==> config.mk <==
export PLATFORM = sky130hd
export DESIGN_NAME = three_parallel_serializer
export DESIGN_NICKNAME = d
export VERILOG_FILES = /design/src/rtl/three_parallel_pkg.sv /design/src/rtl/three_parallel_serializer_quantizer.sv /design/src/rtl/three_parallel_serializer.sv
export SDC_FILE = /design/constraint.sdc
export NUM_CORES = 1
export LEC_CHECK = 0
export CORE_UTILIZATION = 50
export CTS_BUF_LIST = sky130_fd_sc_hd__clkbuf_4 sky130_fd_sc_hd__clkbuf_8
export CTS_CLUSTER_DIAMETER = 100
export DETAILED_ROUTE_END_ITERATION = 6
export MAX_ROUTING_LAYER = met4
export PLACE_DENSITY = 0.78
export SYNTH_ARGS = -nofsm -noshare
export SYNTH_HDL_FRONTEND = slang
export SYNTH_SLANG_ARGS = --single-unit
==> constraint.sdc <==
create_clock -name clk -period 7.1 [get_ports clk]
set_input_delay 0.71 -clock clk [delete_from_list [all_inputs] [get_ports clk]]
set_output_delay 0.71 -clock clk [all_outputs]
set_load 0.03 [all_outputs]
==> src/rtl/three_parallel_pkg.sv <==
// ---------------------------------------------------------------------------
// three_parallel_pkg
// Types and constants shared between the 3-parallel FIR filter top and its
// output serializer.
//   LANES   : samples per parallel block (lane 0 = oldest)
//   ACC_W   : default accumulator width of each lane
//   acc_t   : one signed lane accumulator
//   block_t : one block of LANES accumulators
//   lane_e  : lane index walked by the serializer
// ---------------------------------------------------------------------------
package three_parallel_pkg;

    localparam int LANES = 3;
    localparam int ACC_W = 64;

    typedef logic signed [ACC_W-1:0] acc_t;
    typedef acc_t block_t [LANES];

    typedef enum logic [1:0] {
        LANE0 = 2'd0,
        LANE1 = 2'd1,
        LANE2 = 2'd2
    } lane_e;

endpackage

==> src/rtl/three_parallel_serializer_quantizer.sv <==
// ---------------------------------------------------------------------------
// sample_quantizer
// Combinational round-half-up and saturate from the wide accumulator width
// down to the output sample width.
//   i_acc    : signed accumulator, IN_W bits
//   o_sample : rounded, saturated sample, OUT_W bits
//   o_sat    : 1 when o_sample was clipped to a rail
// ---------------------------------------------------------------------------
module sample_quantizer #(
    parameter int IN_W  = 64,
    parameter int OUT_W = 16,
    parameter int SHIFT = 15
) (
    input  logic signed [IN_W-1:0]  i_acc,
    output logic signed [OUT_W-1:0] o_sample,
    output logic                    o_sat
);

    // One guard bit so adding the rounding constant can never overflow.
    localparam logic signed [IN_W:0] MAXV = {{(IN_W-OUT_W+2){1'b0}}, {(OUT_W-1){1'b1}}};
    localparam logic signed [IN_W:0] MINV = {{(IN_W-OUT_W+2){1'b1}}, {(OUT_W-1){1'b0}}};

    logic signed [IN_W:0] w_ext;
    logic signed [IN_W:0] w_t;

    assign w_ext = {i_acc[IN_W-1], i_acc};

    generate
        if (SHIFT > 0) begin : g_round
            localparam logic signed [IN_W:0] ROUND = (IN_W+1)'(1) << (SHIFT-1);
            assign w_t = (w_ext + ROUND) >>> SHIFT;
        end else begin : g_pass
            assign w_t = w_ext;
        end
    endgenerate

    // NOTE: every output gets a default first so no path through the
    // block leaves it unassigned (which would infer a latch).
    always_comb begin
        o_sat    = 1'b0;
        o_sample = w_t[OUT_W-1:0];
        if (w_t > MAXV) begin
            o_sample = {1'b0, {(OUT_W-1){1'b1}}};
            o_sat    = 1'b1;
        end else if (w_t < MINV) begin
            o_sample = {1'b1, {(OUT_W-1){1'b0}}};
            o_sat    = 1'b1;
        end
    end

endmodule

==> src/rtl/three_parallel_serializer.sv <==
// ---------------------------------------------------------------------------
// three_parallel_serializer
// Output end of the 3-parallel FIR datapath. Buffers up to two blocks of
// three lanes and emits them one quantized sample per cycle, lane 0 first.
//   clk, rst            : clock, asynchronous active-high reset
//   in_valid/in_ready   : block handshake for din0..din2
//   din0..din2          : signed lanes, din0 oldest
//   out_valid/out_ready : serial sample handshake
//   dout, out_lane      : quantized sample and the lane it came from
//   sat_flag            : sticky, set once any emitted sample saturated
// ---------------------------------------------------------------------------
module three_parallel_serializer
    import three_parallel_pkg::*;
#(
    parameter int IN_W  = ACC_W,
    parameter int OUT_W = 16,
    parameter int SHIFT = 15
) (
    input  logic                    clk,
    input  logic                    rst,
    input  logic                    in_valid,
    output logic                    in_ready,
    input  logic signed [IN_W-1:0]  din0,
    input  logic signed [IN_W-1:0]  din1,
    input  logic signed [IN_W-1:0]  din2,
    output logic                    out_valid,
    input  logic                    out_ready,
    output logic signed [OUT_W-1:0] dout,
    output logic [1:0]              out_lane,
    output logic                    sat_flag
);

    localparam int DEPTH = 2;

    logic signed [IN_W-1:0] r_mem [DEPTH][LANES];
    logic                   r_wr_ptr;
    logic                   r_rd_ptr;
    logic [1:0]             r_count;
    lane_e                  r_lane;

    logic signed [OUT_W-1:0] r_dout;
    logic [1:0]              r_out_lane;
    logic                    r_out_valid;
    logic                    r_sat_flag;

    logic                    w_push;
    logic                    w_adv;
    logic                    w_pop;
    logic signed [IN_W-1:0]  w_head;
    logic signed [OUT_W-1:0] w_q;
    logic                    w_q_sat;

    // in_ready depends only on the occupancy register, never on out_ready.
    assign in_ready = (r_count != 2'd2);
    assign w_push   = in_valid && in_ready;
    // Output register takes the next lane whenever it is empty or draining.
    assign w_adv    = (!r_out_valid || out_ready) && (r_count != 2'd0);
    // Head block leaves the FIFO on the edge that loads its last lane.
    assign w_pop    = w_adv && (r_lane == LANE2);
    assign w_head   = r_mem[r_rd_ptr][r_lane];

    sample_quantizer #(
        .IN_W  (IN_W),
        .OUT_W (OUT_W),
        .SHIFT (SHIFT)
    ) u_quant (
        .i_acc    (w_head),
        .o_sample (w_q),
        .o_sat    (w_q_sat)
    );

    // NOTE: block storage has no reset; entries are only read when r_count
    // says they were written, so clearing them would buy nothing.
    always_ff @(posedge clk) begin
        if (w_push) begin
            r_mem[r_wr_ptr][0] <= din0;
            r_mem[r_wr_ptr][1] <= din1;
            r_mem[r_wr_ptr][2] <= din2;
        end
    end

    // NOTE: non-blocking assignments so every register samples the values
    // from before this edge, independent of statement order.
    always_ff @(posedge clk or posedge rst) begin
        if (rst) begin
            r_wr_ptr <= 1'b0;
            r_rd_ptr <= 1'b0;
            r_count  <= 2'd0;
            r_lane   <= LANE0;
        end else begin
            if (w_push) begin
                r_wr_ptr <= ~r_wr_ptr;
            end
            if (w_pop) begin
                r_rd_ptr <= ~r_rd_ptr;
            end
            // Simultaneous accept and retire leaves the count unchanged.
            case ({w_push, w_pop})
                2'b10:   r_count <= r_count + 2'd1;
                2'b01:   r_count <= r_count - 2'd1;
                default: r_count <= r_count;
            endcase
            if (w_adv) begin
                case (r_lane)
                    LANE0:   r_lane <= LANE1;
                    LANE1:   r_lane <= LANE2;
                    default: r_lane <= LANE0;
                endcase
            end
        end
    end

    always_ff @(posedge clk or posedge rst) begin
        if (rst) begin
            r_dout      <= '0;
            r_out_lane  <= 2'd0;
            r_out_valid <= 1'b0;
            r_sat_flag  <= 1'b0;
        end else begin
            if (w_adv) begin
                r_dout      <= w_q;
                r_out_lane  <= r_lane;
                r_out_valid <= 1'b1;
                if (w_q_sat) begin
                    r_sat_flag <= 1'b1;
                end
            end else if (out_ready) begin
                // Last sample consumed with nothing buffered behind it.
                r_out_valid <= 1'b0;
            end
        end
    end

    assign dout      = r_dout;
    assign out_lane  = r_out_lane;
    assign out_valid = r_out_valid;
    assign sat_flag  = r_sat_flag;

endmodule
Yosys cells after proc, flatten, opt, wreduce, memory -nomap -nowiden
Memories as Yosys holds them, arrays and structs flattened.
Cells that the tools add are included.
Widths: inputs -> output; s select.
Word-level totals
  logic and storage cells: 46
  memory bits (writable): 384
  output and inout bits: 21
  memories kept: 1
  flip-flop bits (word level): 26
  input port bits: 196
Memory list
  r_mem: depth 2, width 192, read ports 1, clocked after memory_dff 0, write ports 1, line three_parallel_serializer.sv:35  | logic signed [IN_W-1:0] r_mem [DEPTH][LANES];
Operators by class
  bitwise operators: 3
  equal/unequal tests: 5
  muxes and demuxes: 13
  reduce and logical (&&, ||, !) cells: 10
  $add $sub $neg: 3
  $lt $le $gt $ge: 3
Operator list (count)
  $bmux 64 s2: 1
  $mux 64: 2
  $add 64x16->65 const B: 1
  $gt 50x16->1 const B: 1
  $lt 50x16->1 const B: 1
  $mux 16: 2
  $pmux 2 s2: 2
  $mux 1: 6
  $reduce_bool 2->1: 3
  $eq 2x1->1 const B: 2
  $eq 2x2->1 const B: 2
  $ge 3x3->1 const B: 1
  $logic_and 1x1->1: 3
  $not 2->3: 1
  $add 2x1->2 const B: 1
  $logic_not 2->1: 1
  $ne 2x2->1 const B: 1
  $not 1->1: 2
  $reduce_and 2->1: 1
  $sub 2x1->2 const B: 1
  $logic_not 1->1: 1
  $logic_or 1x1->1: 1

Logic depth before layout (Yosys ltp)
  depth after elaboration: 9
  depth in mapped cells: 18
  mapped depth without buffers: 13

Modules after synthesis
A second synthesis with hierarchy kept.
Unflattened totals
  cells, all modules: 1073
  area total of the unflattened synthesis: 17659.4 sq um
By module, submodules not included
  three_parallel_serializer: instances 1, cells each 817, area each 16060.4 sq um, sequential area each 12181.7 sq um
  sample_quantizer: instances 1, cells each 256, area each 1599.0 sq um, sequential area each 0.0 sq um

Least setup slack after synthesis
OpenSTA, ideal clock, no wires.
  path type: register -> register
  start: register r_count[0]
  end: memory r_mem[0][100] in the netlist's numbering, enable pin
  stages on the path, launching flop included: 5
  data arrival time: 7.251 ns
  path buffers: 1
  clock period less this slack: 7.913 ns
  setup time: 0.662 ns
  setup slack: -0.813 ns
  required time: 6.438 ns
  cells stage by stage: dfrtp_1 -> clkbuf_1 -> nand2b_1 -> nand2_1 -> nor2_1
On the way
  longest elaborated chain between the ends: 4
Ends and longest elaborated chain
  start, declared: line three_parallel_serializer.sv:38  | logic [1:0] r_count;
  start signal, assigned: line three_parallel_serializer.sv:99  | 2'b10: r_count <= r_count + 2'd1;
  start signal, assigned: line three_parallel_serializer.sv:100  | 2'b01: r_count <= r_count - 2'd1;
  start signal, assigned: line three_parallel_serializer.sv:101  | default: r_count <= r_count;
  $ne 2x2->1: line three_parallel_serializer.sv:54  | assign in_ready = (r_count != 2'd2);
  net in_ready: line three_parallel_serializer.sv:22  | output logic in_ready,
  $logic_and 1x1->1: line three_parallel_serializer.sv:55  | assign w_push = in_valid && in_ready;
  $mux 1: line three_parallel_serializer.sv:75  | if (w_push) begin
  $mux 1 (not written as such): line three_parallel_serializer.sv:77  | r_mem[r_wr_ptr][1] <= din1;
  end, declared: line three_parallel_serializer.sv:35
The timed path passes the listed nets, and every way through them passes these cells.

Worst setup path after layout
  start: register r_lane[0]
  end: register r_dout[0], in the netlist dout[0]
On the way
  longest elaborated chain between the ends: 8
  elaborated cells on any way between the ends: 9
  those cells by class: add/sub (1); order compare (2); mux (5); bitwise (1)
Ends and longest elaborated chain
  start, declared: line three_parallel_serializer.sv:39  | lane_e r_lane;
  start signal, assigned: line three_parallel_serializer.sv:89  | r_lane <= LANE0;
  start signal, assigned: line three_parallel_serializer.sv:105  | LANE0: r_lane <= LANE1;
  start signal, assigned: line three_parallel_serializer.sv:106  | LANE1: r_lane <= LANE2;
  $not 2->3 (not written as such) *: line three_parallel_serializer.sv:60  | assign w_head = r_mem[r_rd_ptr][r_lane];
  $bmux 64 s2 *: line three_parallel_serializer.sv:60
  $mux 64 (not written as such) * (2 in series): line three_parallel_serializer.sv:60
  $add 64x16->65 *: line three_parallel_serializer_quantizer.sv:31  | assign w_t = (w_ext + ROUND) >>> SHIFT;
  $lt 50x16->1: line three_parallel_serializer_quantizer.sv:45  | end else if (w_t < MINV) begin
  $mux 16: line three_parallel_serializer_quantizer.sv:45
  $mux 16 *: line three_parallel_serializer_quantizer.sv:42  | if (w_t > MAXV) begin
  end signal, assigned: line three_parallel_serializer.sv:121  | r_dout <= w_q;
  end, declared: line three_parallel_serializer.sv:41  | logic signed [OUT_W-1:0] r_dout;
Mark *: on every way between the ends. The rest lies on a longest branch, timed or not. The select of a mux whose other input is x is not followed.
A chain may end at the register's enable or synchronous reset.

==> metrics.md <==
| Metric | Value |
|---|---|
| Worst Hold Class | `flop to flop` |
| Critical Path AT | `5850 ps` |
| VDD IR max | `0.205 mV` |
| Max Clock Freq | `0.185 GHz` |
| Status | `finished clean` |
| Reg2Reg Depth | `15` |
| Die Y | `173 um` |
| Hold_ws | `486 ps` |
| Mapped Nets | `1187` |
| Pre-CTS WS | `1680 ps` |
| Antenna violations before repair | `0` |
| Worst Skew | `16.9 ps` |
| Critical Path Start Type | `flop` |
| Data required time of the critical path | `7550 ps` |
| CP Max Fanout | `29` |
| Met2 wire len | `16400 um` |
| Layout cell share with drive strength beyond 1 | `13.1%` |
| Reg-to-reg slack, setup | `1700 ps` |
| HP Start | `dout[15]$_DFFE_PP0P_` |
| Post-CTS Setup Bufs | `0` |
| Period utilization | `76.1%` |
| Vias in the first global route | `9486` |
| Number of CTS-inserted buffers | `52` |
| Row cnt | `62` |
| Count of flip-flops with a built-in enable after synthesis | `300` |
| Max cap viols | `0` |
| Core area | `28800 um2` |
| Clk Latency, worst-skew pair | `580 ps` |
| Sum Neg Setup Slack | `0 ps` |
| Dpl cell area | `16700 um2` |
| CP Class | `flop to flop` |
| Final setup vio count | `0` |
| Worst-path clk slew | `60 ps` |
| Final WL | `33500 um` |
| Critical path depth | `15` |
| RSZ-0062 raised after global routing | `false` |
| Clock buffer depth | `3` |
| Worst slew pin tran | `1080 ps` |
| Worst Slack Setup Final | `1700 ps` |
| Power Density | `419 nW/um2` |
| CP peak stage delay | `780 ps` |
| WL met1 | `14600 um` |
| Routed WL per cell | `20.8 um` |
| H-tree levels | `2` |
| Tot GR Track Use | `23.1%` |
| Ys flop type | `edfxtp_1` |
| Buffers on Ports | `174` |
| Final Cell Area | `17700 um2` |
| Cell area after synthesis | `14700 um2` |
| Pwr Total | `7.43 mW` |
| Slew margin rel. | `27.8%` |
| Endpoints failing hold | `0` |
| Die W | `173 um` |
| Vias | `9199` |
| Placed cells | `1521` |
| Antenna cells | `0` |
| CTS resizes | `0` |
| Post-Synthesis Cells | `989` |
| Final Util | `61.6%` |
| WHS Path Cells | `2` |
| Post-synth ARST share | `7.98%` |
| CTS hold repair buffers | `0` |
| Yosys reg bits | `326` |
| Post-DRT Antenna Nets | `0` |
| Worst Setup End Kind | `flop` |
| Drt drc | `0` |
| Metal3 WL | `1770 um` |
| Pin count of the biggest net entering global routing | `69` |
| Syn_area_per_cell | `14.8 um2` |
| Worst Path Buf+Inv | `2` |
| GP Congestion | `0.899` |
| Layout Nets | `1389` |
| Dpl hpwl | `22900 um` |
| Worst path cell trace | `buf_4 > or2_1 > nor2_1 > or3_1 > ha_1 > o21ai_0 > nor4_4 > buf_4 > nand4_1 > nor3_1 > or2_2 > a22oi_1 > o2111a_1 > a21oi_2 > a221o_1` |
| Sink Count | `326` |
| Final Critical Period | `5400 ps` |
| Ys Warns | `0` |
| Hold endpoint | `dout[15]$_DFFE_PP0P_` |
| Total grt overflow | `0` |
| First-pass GRT wire length | `51800 um` |
| Effective utilization at floorplan | `51.0%` |
| I/O Pins | `217` |
| Slew Viols, Final | `0` |
| Reg2reg end | `dout[0]$_DFFE_PP0P_` |
| Syn-to-layout area delta | `20.8%` |
| Count of cell types in the netlist | `79` |
| Cell family with most CP delay | `simple AND/OR/NAND/NOR gates` |
| Sequential share of the synthesized area | `65.8%` |
| CP most frequent cell | `buf_4` |
| Vias per inst | `5.70` |
| Die ar. | `30000 um2` |
| FILL cells | `2156` |
| FF-to-FF Start | `r_lane[0]$_DFFE_PP0P_` |
| Highest metal used | `met4` |
| Crit path max-delay cell type | `dfrtp_2` |
| Non-Filler Instances | `1613` |
| Leak Pwr | `6.04 nW` |
| CTS root buf | `clkbuf_8` |
| CTS tree | `yes` |
| DRT Pass-1 Iters | `5` |
| DRT iter0 DRCs | `638` |
-- cells in the mapped netlist (all sizes together), types with 4 or more instances --
cell	instances	share of area, %
clkbuf	9	0.23
o2bb2ai	6	0.36
mux2	18	1.4
mux4	14	2.1
a2bb2oi	5	0.30
nand4	14	0.64
or4	5	0.26
or3	7	0.30
a221o	16	1.1
a21oi	17	0.63
o22ai	20	0.85
or2	4	0.17
buf	37	2.2
nand2	52	1.3
inv	12	0.31
mux2i	114	7.8
o221ai	6	0.36
and2	6	0.26
edfxtp	300	61
xor2	18	1.1
o22a	6	0.36
o21ai	15	0.51
nor2	68	1.7
xnor2	23	1.4
nor3	24	0.92
nand2b	32	1.4
nor2b	5	0.21
nor4	24	1.4
o211ai	7	0.36
nand3	17	0.58
nor3b	4	0.20
o31ai	5	0.26
dfrtp	26	4.4
-- layout make-up --
type                       count  area (um2)  share of cell area (%)
clock buffer                  73         873                    4.93
clock inverter                19         134                   0.755
inverter                      13        48.8                   0.275
multi-input combinational    604        4620                    26.1
sequential                   326        9670                    54.6
tap                          384         480                    2.71
timing repair buffer         194        1890                    10.7
-- sequential cells by signal, summed over array words and instances (netlist names), 2 cells and up --
register,cells
r_mem,300
r_lane,2
dout,16
r_count,2
out_lane,2
-- worst register-to-register path: stages (launching register included) --
cell	delay [ps]
dfrtp_2	780
buf_4	580
or2_1	750
nor2_1	140
or3_1	400
ha_1	260
o21ai_0	210
nor4_4	50
buf_4	200
nand4_1	410
nor3_1	180
or2_2	330
a22oi_1	170
o2111a_1	290
a21oi_2	220
a221o_1	330
-- worst max path at each step --
stage | start | slack, ps | endpoint
6_report | r_lane[0]$_DFFE_PP0P_ | 1700 | dout[0]$_DFFE_PP0P_
5_1_grt | r_lane[0]$_DFFE_PP0P_ | 1290 | dout[0]$_DFFE_PP0P_
4_1_cts | r_lane[1]$_DFFE_PP0P_ | 1620 | dout[0]$_DFFE_PP0P_
3_5_place_dp | r_lane[0]$_DFFE_PP0P_ | 1680 | dout[0]$_DFFE_PP0P_
3_3_place_gp | r_lane[0]$_DFFE_PP0P_ | 1740 | dout[0]$_DFFE_PP0P_
2_1_floorplan | r_count[0]$_DFFE_PP0P_ | 1720 | r_mem[0][100]$_DFFE_PP_
-- placed cells by master, fill, tap and decap left out, types with 5 or more instances in the layout --
cell and instances:
nor2_1 67, o22a_1 6, or4_1 5, nand2_1 51, or3_1 7, dfrtp_1 23, clkbuf_8 52, and2_1 6
clkinv_1 8, clkdlybuf4s50_1 174, o22ai_1 20, o211ai_1 7, a21oi_1 15, mux4_2 14, a2bb2oi_1 5, xnor2_1 23
edfxtp_1 300, o221ai_1 6, nand4_1 13, clkinv_2 5, o31ai_1 5, nor2b_1 5, xor2_1 18, buf_4 20
nand3_1 17, nor3_1 21, nor4_1 18, mux2_2 16, mux2i_1 114, o21ai_0 10, nand2b_1 32, a221o_1 15
inv_1 12, o2bb2ai_1 6, clkbuf_4 21
-- power by group --
| group | internal [mW] | leakage (nW) | switching, mW | total [mW] |
|---|---|---|---|---|
| combinational | 1.15 | 2.42 | 1.84 | 2.99 |
| sequential | 2.65 | 3.09 | 0.246 | 2.90 |
| clock | 0.834 | 0.534 | 0.706 | 1.54 |
-- routing by layer --
layer	vias to the layer above	global-route usage (%)
met5	-	-
met4	0	6.90
met3	61	3.51
met2	289	37.5
met1	4553	30.1
li1	4296	-
-- cells by family after synthesis --
group	Yosys count	synth area share [%]
AND/OR/NAND/NOR	282	10.6
flip-flops	326	65.8
adder cells (fa/ha/maj)	2	0.171
XOR/XNOR	41	2.45
AO/OA/AOI/OAI	133	6.84
multiplexers	146	11.3
buffers and inverters	59	2.74
Power figures use the tool's default switching activity.
